`src/rtl/imem_fetch_ctrl_pkg.sv`:
```
// Shared constants and FSM encoding for the instruction fetch sequencer.
// Holds the memory geometry defaults previously kept in constants.vh.
package imem_fetch_ctrl_pkg;

    localparam int MEM_ADDR_WIDTH = 5;
    localparam int IMEM_DEPTH     = 16;
    localparam int WORD_WIDTH     = 32;

    typedef enum logic [1:0] {
        FETCH_IDLE = 2'd0,
        FETCH_RUN  = 2'd1,
        FETCH_HALT = 2'd2
    } fetch_state_e;

endpackage

```
`src/rtl/imem_fetch_ctrl_if.sv`:
```
// Bus bundle between the fetch sequencer, instruction memory, branch unit and decode.
// master = fetch sequencer, slave = memory/decode/branch side.
interface imem_fetch_ctrl_if
    import imem_fetch_ctrl_pkg::*;
#(
    parameter int ADDR_W = MEM_ADDR_WIDTH,
    parameter int WORD_W = WORD_WIDTH
);

    logic [ADDR_W-1:0] imem_addr;
    logic [WORD_W-1:0] imem_inst;
    logic              redirect_valid;
    logic [ADDR_W-1:0] redirect_pc;
    logic              out_valid;
    logic              out_ready;
    logic [WORD_W-1:0] out_inst;
    logic [ADDR_W-1:0] out_pc;

    modport master (
        output imem_addr,
        input  imem_inst,
        input  redirect_valid,
        input  redirect_pc,
        output out_valid,
        input  out_ready,
        output out_inst,
        output out_pc
    );

    modport slave (
        input  imem_addr,
        output imem_inst,
        output redirect_valid,
        output redirect_pc,
        input  out_valid,
        output out_ready,
        input  out_inst,
        input  out_pc
    );

endinterface

```
`src/rtl/imem_fetch_ctrl_fetch_buf2.sv`:
```
// Two-entry synchronous FIFO; entry 0 is the head and drives dout straight from a register.
// Flush takes precedence over push and pop.
module fetch_buf2
    import imem_fetch_ctrl_pkg::*;
#(
    parameter int DATA_W = MEM_ADDR_WIDTH + WORD_WIDTH
) (
    input  logic              clk,
    input  logic              reset_n,
    input  logic              push,
    input  logic              pop,
    input  logic              flush,
    input  logic [DATA_W-1:0] din,
    output logic [DATA_W-1:0] dout,
    output logic [1:0]        count
);

    logic [DATA_W-1:0] ent0_q, ent0_d;
    logic [DATA_W-1:0] ent1_q, ent1_d;
    logic [1:0]        count_q, count_d;
    logic              pop_ok;
    logic              push_ok;

    always_comb begin
        ent0_d  = ent0_q;
        ent1_d  = ent1_q;
        count_d = count_q;
        pop_ok  = pop && (count_q != 2'd0);
        push_ok = push && ((count_q != 2'd2) || pop_ok);

        if (flush) begin
            count_d = 2'd0;
        end else begin
            case ({push_ok, pop_ok})
                2'b10: begin
                    if (count_q == 2'd0) ent0_d = din;
                    else                 ent1_d = din;
                    count_d = count_q + 2'd1;
                end
                2'b01: begin
                    // Only shift when a second entry exists so an emptied head keeps its last word
                    if (count_q == 2'd2) ent0_d = ent1_q;
                    count_d = count_q - 2'd1;
                end
                2'b11: begin
                    if (count_q == 2'd1) begin
                        ent0_d = din;
                    end else begin
                        ent0_d = ent1_q;
                        ent1_d = din;
                    end
                end
                default: ;
            endcase
        end
    end

    always_ff @(posedge clk or negedge reset_n) begin
        if (!reset_n) begin
            ent0_q  <= '0;
            ent1_q  <= '0;
            count_q <= 2'd0;
        end else begin
            ent0_q  <= ent0_d;
            ent1_q  <= ent1_d;
            count_q <= count_d;
        end
    end

    assign dout  = ent0_q;
    assign count = count_q;

endmodule

```
`src/rtl/imem_fetch_ctrl.sv`:
```
// Fetch sequencer: owns the PC, reads the combinational instruction memory and
// feeds decode through a 2-entry buffer, with redirect flush and start/halt control.
module imem_fetch_ctrl
    import imem_fetch_ctrl_pkg::*;
#(
    parameter int ADDR_W  = MEM_ADDR_WIDTH,
    parameter int DEPTH   = IMEM_DEPTH,
    parameter int WORD_W  = WORD_WIDTH,
    parameter int BOOT_PC = 0
) (
    input  logic                clk,
    input  logic                reset_n,
    input  logic                start,
    input  logic                halt_req,
    output logic                busy,
    imem_fetch_ctrl_if.master   bus
);

    localparam int                DATA_W  = ADDR_W + WORD_W;
    localparam logic [ADDR_W-1:0] BOOT    = ADDR_W'(BOOT_PC);
    localparam logic [ADDR_W-1:0] LAST_PC = ADDR_W'(DEPTH - 1);
    localparam logic [ADDR_W:0]   DEPTH_X = (ADDR_W + 1)'(DEPTH);

    fetch_state_e       state_q, state_d;
    logic [ADDR_W-1:0]  pc_q, pc_d;
    logic               run;
    logic               pop;
    logic               fire;
    logic [1:0]         count;
    logic [DATA_W-1:0]  buf_din;
    logic [DATA_W-1:0]  buf_dout;

    // Wrap by explicit compare so DEPTH need not be a power of two
    function automatic logic [ADDR_W-1:0] pc_inc(input logic [ADDR_W-1:0] pc);
        return (pc == LAST_PC) ? '0 : pc + 1'b1;
    endfunction

    function automatic logic [ADDR_W-1:0] pc_clamp(input logic [ADDR_W-1:0] pc);
        return ({1'b0, pc} >= DEPTH_X) ? '0 : pc;
    endfunction

    always_ff @(posedge clk or negedge reset_n) begin
        if (!reset_n) begin
            state_q <= FETCH_IDLE;
            pc_q    <= BOOT;
        end else begin
            state_q <= state_d;
            pc_q    <= pc_d;
        end
    end

    // halt_req beats a simultaneous start when leaving IDLE
    always_comb begin
        state_d = state_q;
        case (state_q)
            FETCH_IDLE: if (start && !halt_req) state_d = FETCH_RUN;
            FETCH_RUN:  if (halt_req)           state_d = FETCH_HALT;
            FETCH_HALT: if (start)              state_d = FETCH_RUN;
            default:                            state_d = FETCH_IDLE;
        endcase
    end

    always_comb begin
        run  = (state_q == FETCH_RUN);
        busy = run;
    end

    always_comb begin
        pop  = bus.out_valid && bus.out_ready;
        fire = run && !bus.redirect_valid && ((count != 2'd2) || pop);
        pc_d = pc_q;
        if (bus.redirect_valid) pc_d = pc_clamp(bus.redirect_pc);
        else if (fire)          pc_d = pc_inc(pc_q);
    end

    assign buf_din = {pc_q, bus.imem_inst};

    fetch_buf2 #(
        .DATA_W (DATA_W)
    ) u_buf (
        .clk     (clk),
        .reset_n (reset_n),
        .push    (fire),
        .pop     (pop),
        .flush   (bus.redirect_valid),
        .din     (buf_din),
        .dout    (buf_dout),
        .count   (count)
    );

    assign bus.imem_addr = pc_q;
    assign bus.out_valid = (count != 2'd0);
    assign bus.out_inst  = buf_dout[WORD_W-1:0];
    assign bus.out_pc    = buf_dout[DATA_W-1:WORD_W];

endmodule

```
`src/flat_wrapper.sv`:
```
// flat-port wrapper written by rule: the top's interface ports become plain ports
module imem_fetch_ctrl_flat import imem_fetch_ctrl_pkg::*;
#(
    parameter int ADDR_W  = MEM_ADDR_WIDTH,
    parameter int DEPTH   = IMEM_DEPTH,
    parameter int WORD_W  = WORD_WIDTH,
    parameter int BOOT_PC = 0
)
  (clk, reset_n, start, halt_req, busy, bus_imem_addr, bus_imem_inst, bus_redirect_valid, bus_redirect_pc, bus_out_valid, bus_out_ready, bus_out_inst, bus_out_pc);
  imem_fetch_ctrl_if #(.ADDR_W(ADDR_W), .WORD_W(WORD_W)) bus_i ();
  input  logic clk;
  input  logic reset_n;
  input  logic start;
  input  logic halt_req;
  output logic busy;
  output wire logic [$bits(bus_i.imem_addr)-1:0] bus_imem_addr;
  input wire logic [$bits(bus_i.imem_inst)-1:0] bus_imem_inst;
  input wire logic [$bits(bus_i.redirect_valid)-1:0] bus_redirect_valid;
  input wire logic [$bits(bus_i.redirect_pc)-1:0] bus_redirect_pc;
  output wire logic [$bits(bus_i.out_valid)-1:0] bus_out_valid;
  input wire logic [$bits(bus_i.out_ready)-1:0] bus_out_ready;
  output wire logic [$bits(bus_i.out_inst)-1:0] bus_out_inst;
  output wire logic [$bits(bus_i.out_pc)-1:0] bus_out_pc;
  assign bus_imem_addr = bus_i.imem_addr;
  assign bus_i.imem_inst = bus_imem_inst;
  assign bus_i.redirect_valid = bus_redirect_valid;
  assign bus_i.redirect_pc = bus_redirect_pc;
  assign bus_out_valid = bus_i.out_valid;
  assign bus_i.out_ready = bus_out_ready;
  assign bus_out_inst = bus_i.out_inst;
  assign bus_out_pc = bus_i.out_pc;
  imem_fetch_ctrl #(.ADDR_W(ADDR_W), .DEPTH(DEPTH), .WORD_W(WORD_W), .BOOT_PC(BOOT_PC)) u_core (.clk(clk), .reset_n(reset_n), .start(start), .halt_req(halt_req), .busy(busy), .bus(bus_i));
endmodule
```
`config.mk`:
```
export PLATFORM = sky130hd
export DESIGN_NAME = imem_fetch_ctrl_flat
export DESIGN_NICKNAME = d
export VERILOG_FILES = /design/src/rtl/imem_fetch_ctrl_pkg.sv /design/src/rtl/imem_fetch_ctrl_if.sv /design/src/rtl/imem_fetch_ctrl_fetch_buf2.sv /design/src/rtl/imem_fetch_ctrl.sv /design/src/flat_wrapper.sv
export SDC_FILE = /design/constraint.sdc
export NUM_CORES = 1
export LEC_CHECK = 0
export CAP_MARGIN = 20
export CELL_PAD_IN_SITES_DETAIL_PLACEMENT = 0
export CELL_PAD_IN_SITES_GLOBAL_PLACEMENT = 2
export CORE_UTILIZATION = 36
export DETAILED_ROUTE_END_ITERATION = 6
export PLACE_DENSITY_LB_ADDON = 0.05
export SETUP_SLACK_MARGIN = 0.2
export SLEW_MARGIN = 10
export SYNTH_ARGS = -nofsm -noshare
export SYNTH_HDL_FRONTEND = slang
export SYNTH_SLANG_ARGS = --single-unit
```
`constraint.sdc`:
```
create_clock -name clk -period 5.4 [get_ports clk]
set_clock_uncertainty 0.05 [all_clocks]
set_input_delay 1.62 -clock clk [delete_from_list [all_inputs] [get_ports clk]]
set_output_delay 1.62 -clock clk [all_outputs]
set_load 0.03 [all_outputs]
```
==> qor.yml, run 1 <==
outcome: "finished, final reports clean"
powerDensity_mw_per_mm2: 556
ir_drop_mv: 0.223
grt_pass1_wl_um: 14600
synthToLayoutAreaGrowth_pct: 29.4
cp-end-kind: "flip-flop"
htreeDepth: 3
firstDrtPassIters: 4
dp_hpwl_um: 5810
required_ns: 5.58
yosys.area.top_type: "dfrtp_1"
synth_area_leaders: "dfrtp_1 52%, mux2_4 11%, mux2i_1 9.5%"
place.gp.congestion: 0.734
n_antenna_cell: 0
drt_wl_total_um: 8710
setup_viol: 0
floorplan.initialDensity_pct: 36.8
syn_area_mm2: 0.00399
root_buffer: "clkbuf_8"
cts_resized: 0
cts_buffer_depth: 2
grtUsageTotal_pct: 16.6
hp-class: "reg -> reg"
rsz0062_at_grt: "false"
dieArea_mm2: 0.0115
viasPerCell: 4.92
wl_per_cell_um: 15.6
fin_crit_ns: 3.80
rows: 38
grt_pass1_vias: 2873
drive_above_1_share_pct: 15.6
cts_setup_buffers: 0
max_slew_margin_pct: 42.0
slew_violations: 0
core_mm2: 0.0108
cp-start-kind: "input port"
avgSynthCellArea_um2: 12.1
tightest_slew_ns: 0.870
ant_nets: 0
ys_seq_area_share_pct: 52.0
cts_tree: "done"
finalHoldViolations: 0
synth-seq-cells: 83
ys_warn_count: 0
reg2reg_depth: 7
io_pins: 87
min_period_over_period_pct: 70.4
clkSinkCount: 83
nets: 459
drc: 0
fin_tns_setup_ns: 0
io_buffers: 86
fmax_mhz: 263
yosys_most_used_dff: "dfrtp_1"
maxCapViolations: 0
synth_cells: 331
numCtsBuffers: 9
synthDistinctLibCells: 36
die_w_um: 107
grt_max_degree: 48
ys_async_sr_fraction_pct: 100
drt-initial-drc-count: 84
cp.arrival_ns: 3.98
synthTopCellsByCount: "83 x dfrtp_1, 40 x nand2_1, 38 x mux2i_1"
cts_hold_buffers: 0
synth_edf_count: 0
placed_cells: 540
synth_most_common_cell: "dfrtp_1"
fin_cells: 557
path_clk_slew_ns: 0.08
die-height_um: 107
vias: 2743
grt_overflow: 0
antenna_found_initial: 0
syn_nets: 378
leakagePower_nw: 2.17
cp_max_fo: 22
clk_latency_ns: 0.35
critPathKind: "in -> reg"
netlist.area_leader.share_pct: 52.0
hold_path_depth: 2
==> flip-flops by register name, summed over array words and instances (netlist names) <==
register              cells
u_core.u_buf.dout        37
u_core.u_buf.ent1_q      37
u_core.bus.imem_addr      5
u_core.state_q            2
u_core.u_buf.count        2
==> per-stage QoR <==
step	util, %	hold WS [ns]	area [um2]	total power [mW]	worst slack [ns]
finish	47.7	0.433	5170	2.87	1.60
global route	47.7	0.457	5170	3.07	1.48
CTS	47.6	0.439	5160	2.90	1.62
detailed placement	45.5	0.421	4930	2.39	1.24
global placement	45.5	0.411	4930	2.37	1.29
floorplan	-	0.430	3990	1.94	2.54
==> per-layer routing <==
layer | vias to the layer above | part of all wire, % | global-route usage [%]
met3 | 8 | 4.0 | 3.03
met5 | - | 0 | 0
met4 | 0 | 0.95 | 5.87
met2 | 55 | 48 | 27.3
li1 | 1352 | - | -
met1 | 1328 | 47 | 22.0
==> final cells by class <==
type	instances	area [um2]
clock inverters	5	85.1
repair buffers	92	916
flip-flops and latches	83	2080
multi-input cells	218	1740
well taps	140	175
inverters	8	30.0
clock buffers	11	141
fillers	1041	5670
==> worst max-delay path: stages <==
cell and delay [ns]:
clkdlybuf4s50_1 0.67, nor3b_4 0.44, o2111a_2 0.63, buf_12 0.29, mux2_4 0.31
==> final timing paths <==
check	from	to	slack, ns
max	bus_redirect_valid	u_core.u_buf.ent1_q[9]	1.60
min	u_core.u_buf.dout[36]	u_core.u_buf.dout[36]	0.43
max reg2reg	u_core.u_buf.count[1]	u_core.u_buf.dout[7]	2.75
min reg2reg	u_core.u_buf.dout[36]	u_core.u_buf.dout[36]	0.43
max in group asynchronous	reset_n	u_core.u_buf.ent1_q[7]	3.11
min in group asynchronous	reset_n	u_core.u_buf.dout[27]	1.21
==> cell families after synthesis <==
logic type	Yosys count	share of synthesized area (%)
AO/OA/AOI/OAI	68	10.6
flip-flops	83	52.0
buffers and inverters	30	4.70
XOR/XNOR	1	0.219
multiplexers	76	23.1
AND/OR/NAND/NOR	69	8.21
adder cells (fa/ha/maj)	4	1.25
==> cell usage in the layout (no fill, tap or decap), types with 3 or more instances in the layout <==
| cell | instances |
|---|---|
| ha_1 | 4 |
| mux2_2 | 8 |
| a211oi_1 | 4 |
| a21oi_1 | 5 |
| nor3_1 | 14 |
| o21ai_0 | 29 |
| nand2b_1 | 4 |
| a221oi_1 | 11 |
| clkbuf_8 | 10 |
| inv_1 | 8 |
| nor2_1 | 3 |
| nand2_1 | 40 |
| buf_4 | 6 |
| o21ai_1 | 9 |
| mux2_4 | 30 |
| mux2i_1 | 38 |
| clkdlybuf4s50_1 | 85 |
| dfrtp_1 | 83 |
==> power breakdown <==
group	internal (mW)	switching (mW)	total [mW]
clock network	0.276	0.231	0.507
registers	0.889	0.173	1.06
logic	0.628	0.674	1.30
Note: power is estimated with default switching activity, not from simulation.
==> run 2, diff against run 1 <==
- CORE_UTILIZATION: 36 -> 33
- clock period: 5.4 -> 3.9 ns (I/O delays scaled with it)
==> qor.yml, run 2 (same netlist as run 1, synthesis figures left out) <==
outcome: "finished with violations"
violations: "design-rule violations"
path_clk_slew_ns: 0.06  # -0.02 ns
cts_resized: 0  # unchanged
fin_crit_ns: 3.01
numCtsBuffers: 9  # unchanged
wl_per_cell_um: 15.7  # +0.37%
critPathKind: "reg -> out"
leakagePower_nw: 2.21  # +2.0%
powerDensity_mw_per_mm2: 786  # +42%
nets: 461  # +0.44%
core_mm2: 0.0116  # +7.1%
reg2reg_depth: 6  # -1
fin_cells: 561  # +0.72%
firstDrtPassIters: 6  # +2
cts_hold_buffers: 0  # unchanged
max_slew_margin_pct: 35.2  # -6.8 points
layout_common_cells: "85 x clkdlybuf4s50_1, 83 x dfrtp_1, 40 x nand2_1"
drt-initial-drc-count: 84  # unchanged
dp_hpwl_um: 5650  # -2.7%
cp-start-kind: "flip-flop"
cp.arrival_ns: 1.79  # -2.19 ns
setup_viol: 0  # unchanged
cp_max_fo: 4  # -82%
fmax_mhz: 333
r2r_start: "u_core.u_buf.count[1]"
cp_cell_sequence: "inv_1, ha_1, inv_1, clkdlybuf4s50_1"
whs_ns: 0.426  # -0.00695 ns
root_buffer: "clkbuf_16"
seq_area_mm2: 0.00208  # unchanged
slew_violations: 0  # unchanged
clkSinkCount: 83  # unchanged
fin_area_mm2: 0.00525  # +1.7%
cts_setup_buffers: 0  # unchanged
n_antenna_cell: 0  # unchanged
clk_latency_ns: 0.34  # about the same
regToRegSetupSlack_ns: 1.60  # -1.15 ns
total_power_mw: 4.13  # +44%
wl_met2_um: 4240  # +2.2%
top_layer: "met4"
finalHoldViolations: 0  # unchanged
place.gp.congestion: 0.702  # -4.4%
ir_drop_mv: 0.321  # +44%
die-height_um: 112  # +4.4%
htreeDepth: 3  # unchanged
synthToLayoutAreaGrowth_pct: 31.5
die_w_um: 112  # +4.4%
min_period_over_period_pct: 77.1
grt_pass1_wl_um: 14700  # +0.62%
drc: 6  # +6
placed_cells: 545  # +0.93%
wl_met1_um: 4030  # -2.5%
hp-class: "reg -> reg"
critPathMostFrequentCell: "inv_1"
placed_cell_area_mm2: 0.00494  # +0.13%
drive_above_1_share_pct: 15.8  # +0.20 points
final_common_cell: "clkdlybuf4s50_1"
fin_tns_setup_ns: 0  # unchanged
required_ns: 2.68  # -2.90 ns
endpoint: "bus_out_valid"
cts_buffer_depth: 2  # unchanged
grt_pass1_vias: 2812  # -2.1%
floorplan.initialDensity_pct: 34.4  # -2.5 points
viasPerCell: 4.90  # -0.57%
io_buffers: 86  # unchanged
grt_max_degree: 84  # +75%
fillers: 1110  # +6.6%
tightest_slew_ns: 0.969  # +0.0988 ns
cp-end-kind: "primary output"
grt_overflow: 0  # unchanged
critPathSlowestCell: "clkdlybuf4s50_1"
wl_met3_um: 383  # +11%
grtUsageTotal_pct: 15.3  # -1.3 points
antenna_found_initial: 0  # unchanged
cp-startpoint: "u_core.u_buf.count[0]"
vias: 2747  # +0.15%
ant_nets: 0  # unchanged
multi_input_area_mm2: 0.00174  # unchanged
worstReg2RegEnd: "u_core.u_buf.ent1_q[26]"
rows: 39  # +2.6%
rsz0062_at_grt: "false"
cts_tree: "done"
drt_wl_total_um: 8810  # +1.1%
io_pins: 87  # unchanged
dieArea_mm2: 0.0125  # +8.9%
maxCapViolations: 0  # unchanged
slowest_delay_ns: 0.67  # about the same
## run 2: per-stage QoR
step                setup slack (ns)  utilization (%)
floorplan                       1.49                -
global placement               0.665             42.5
detailed placement             0.645             42.5
CTS                            0.859             45.1
global route                   0.795             45.2
finish                         0.893             45.2
## run 2: layout make-up
| type | instances | area share, % |
|---|---|---|
| well taps | 143 | 3.41 |
| repair buffers | 94 | 17.7 |
| flip-flops and latches | 83 | 39.5 |
| clock inverters | 4 | 0.976 |
| clock buffers | 11 | 4.62 |
| inverters | 8 | 0.572 |
| multi-input cells | 218 | 33.2 |
## run 2: power breakdown
| part | leakage [nW] | switching [mW] | internal, mW | total, mW |
|---|---|---|---|---|
| registers | 1.05 | 0.233 | 1.23 | 1.47 |
| logic | 1.02 | 0.936 | 0.869 | 1.81 |
| clock network | 0.142 | 0.348 | 0.510 | 0.858 |
## run 2: critical path, delay by kind of cell (launching register included)
kind | cells | cell delay [ns]
flip-flops | 1 | 0.38
buffers and inverters | 3 | 0.84
adder cells (fa/ha/maj) | 1 | 0.22
## run 2: worst min path at each step
stage          depth (start not counted)                     end                   start
3_5_place_dp                           2    u_core.u_buf.dout[1]    u_core.u_buf.dout[1]
4_1_cts                                2   u_core.u_buf.dout[32]   u_core.u_buf.dout[32]
5_1_grt                                2   u_core.u_buf.dout[33]   u_core.u_buf.dout[33]
6_report                               2   u_core.u_buf.dout[33]   u_core.u_buf.dout[33]
3_3_place_gp                           2    u_core.u_buf.dout[0]    u_core.u_buf.dout[0]
2_1_floorplan                          1  u_core.u_buf.ent1_q[0]  u_core.u_buf.ent1_q[0]
## run 2: layer usage
| layer | up-vias | track usage, % |
|---|---|---|
| met3 | 11 | 4.00 |
| met2 | 58 | 24.9 |
| met5 | - | 0 |
| met1 | 1337 | 19.2 |
| met4 | 0 | 6.40 |
| li1 | 1341 | - |
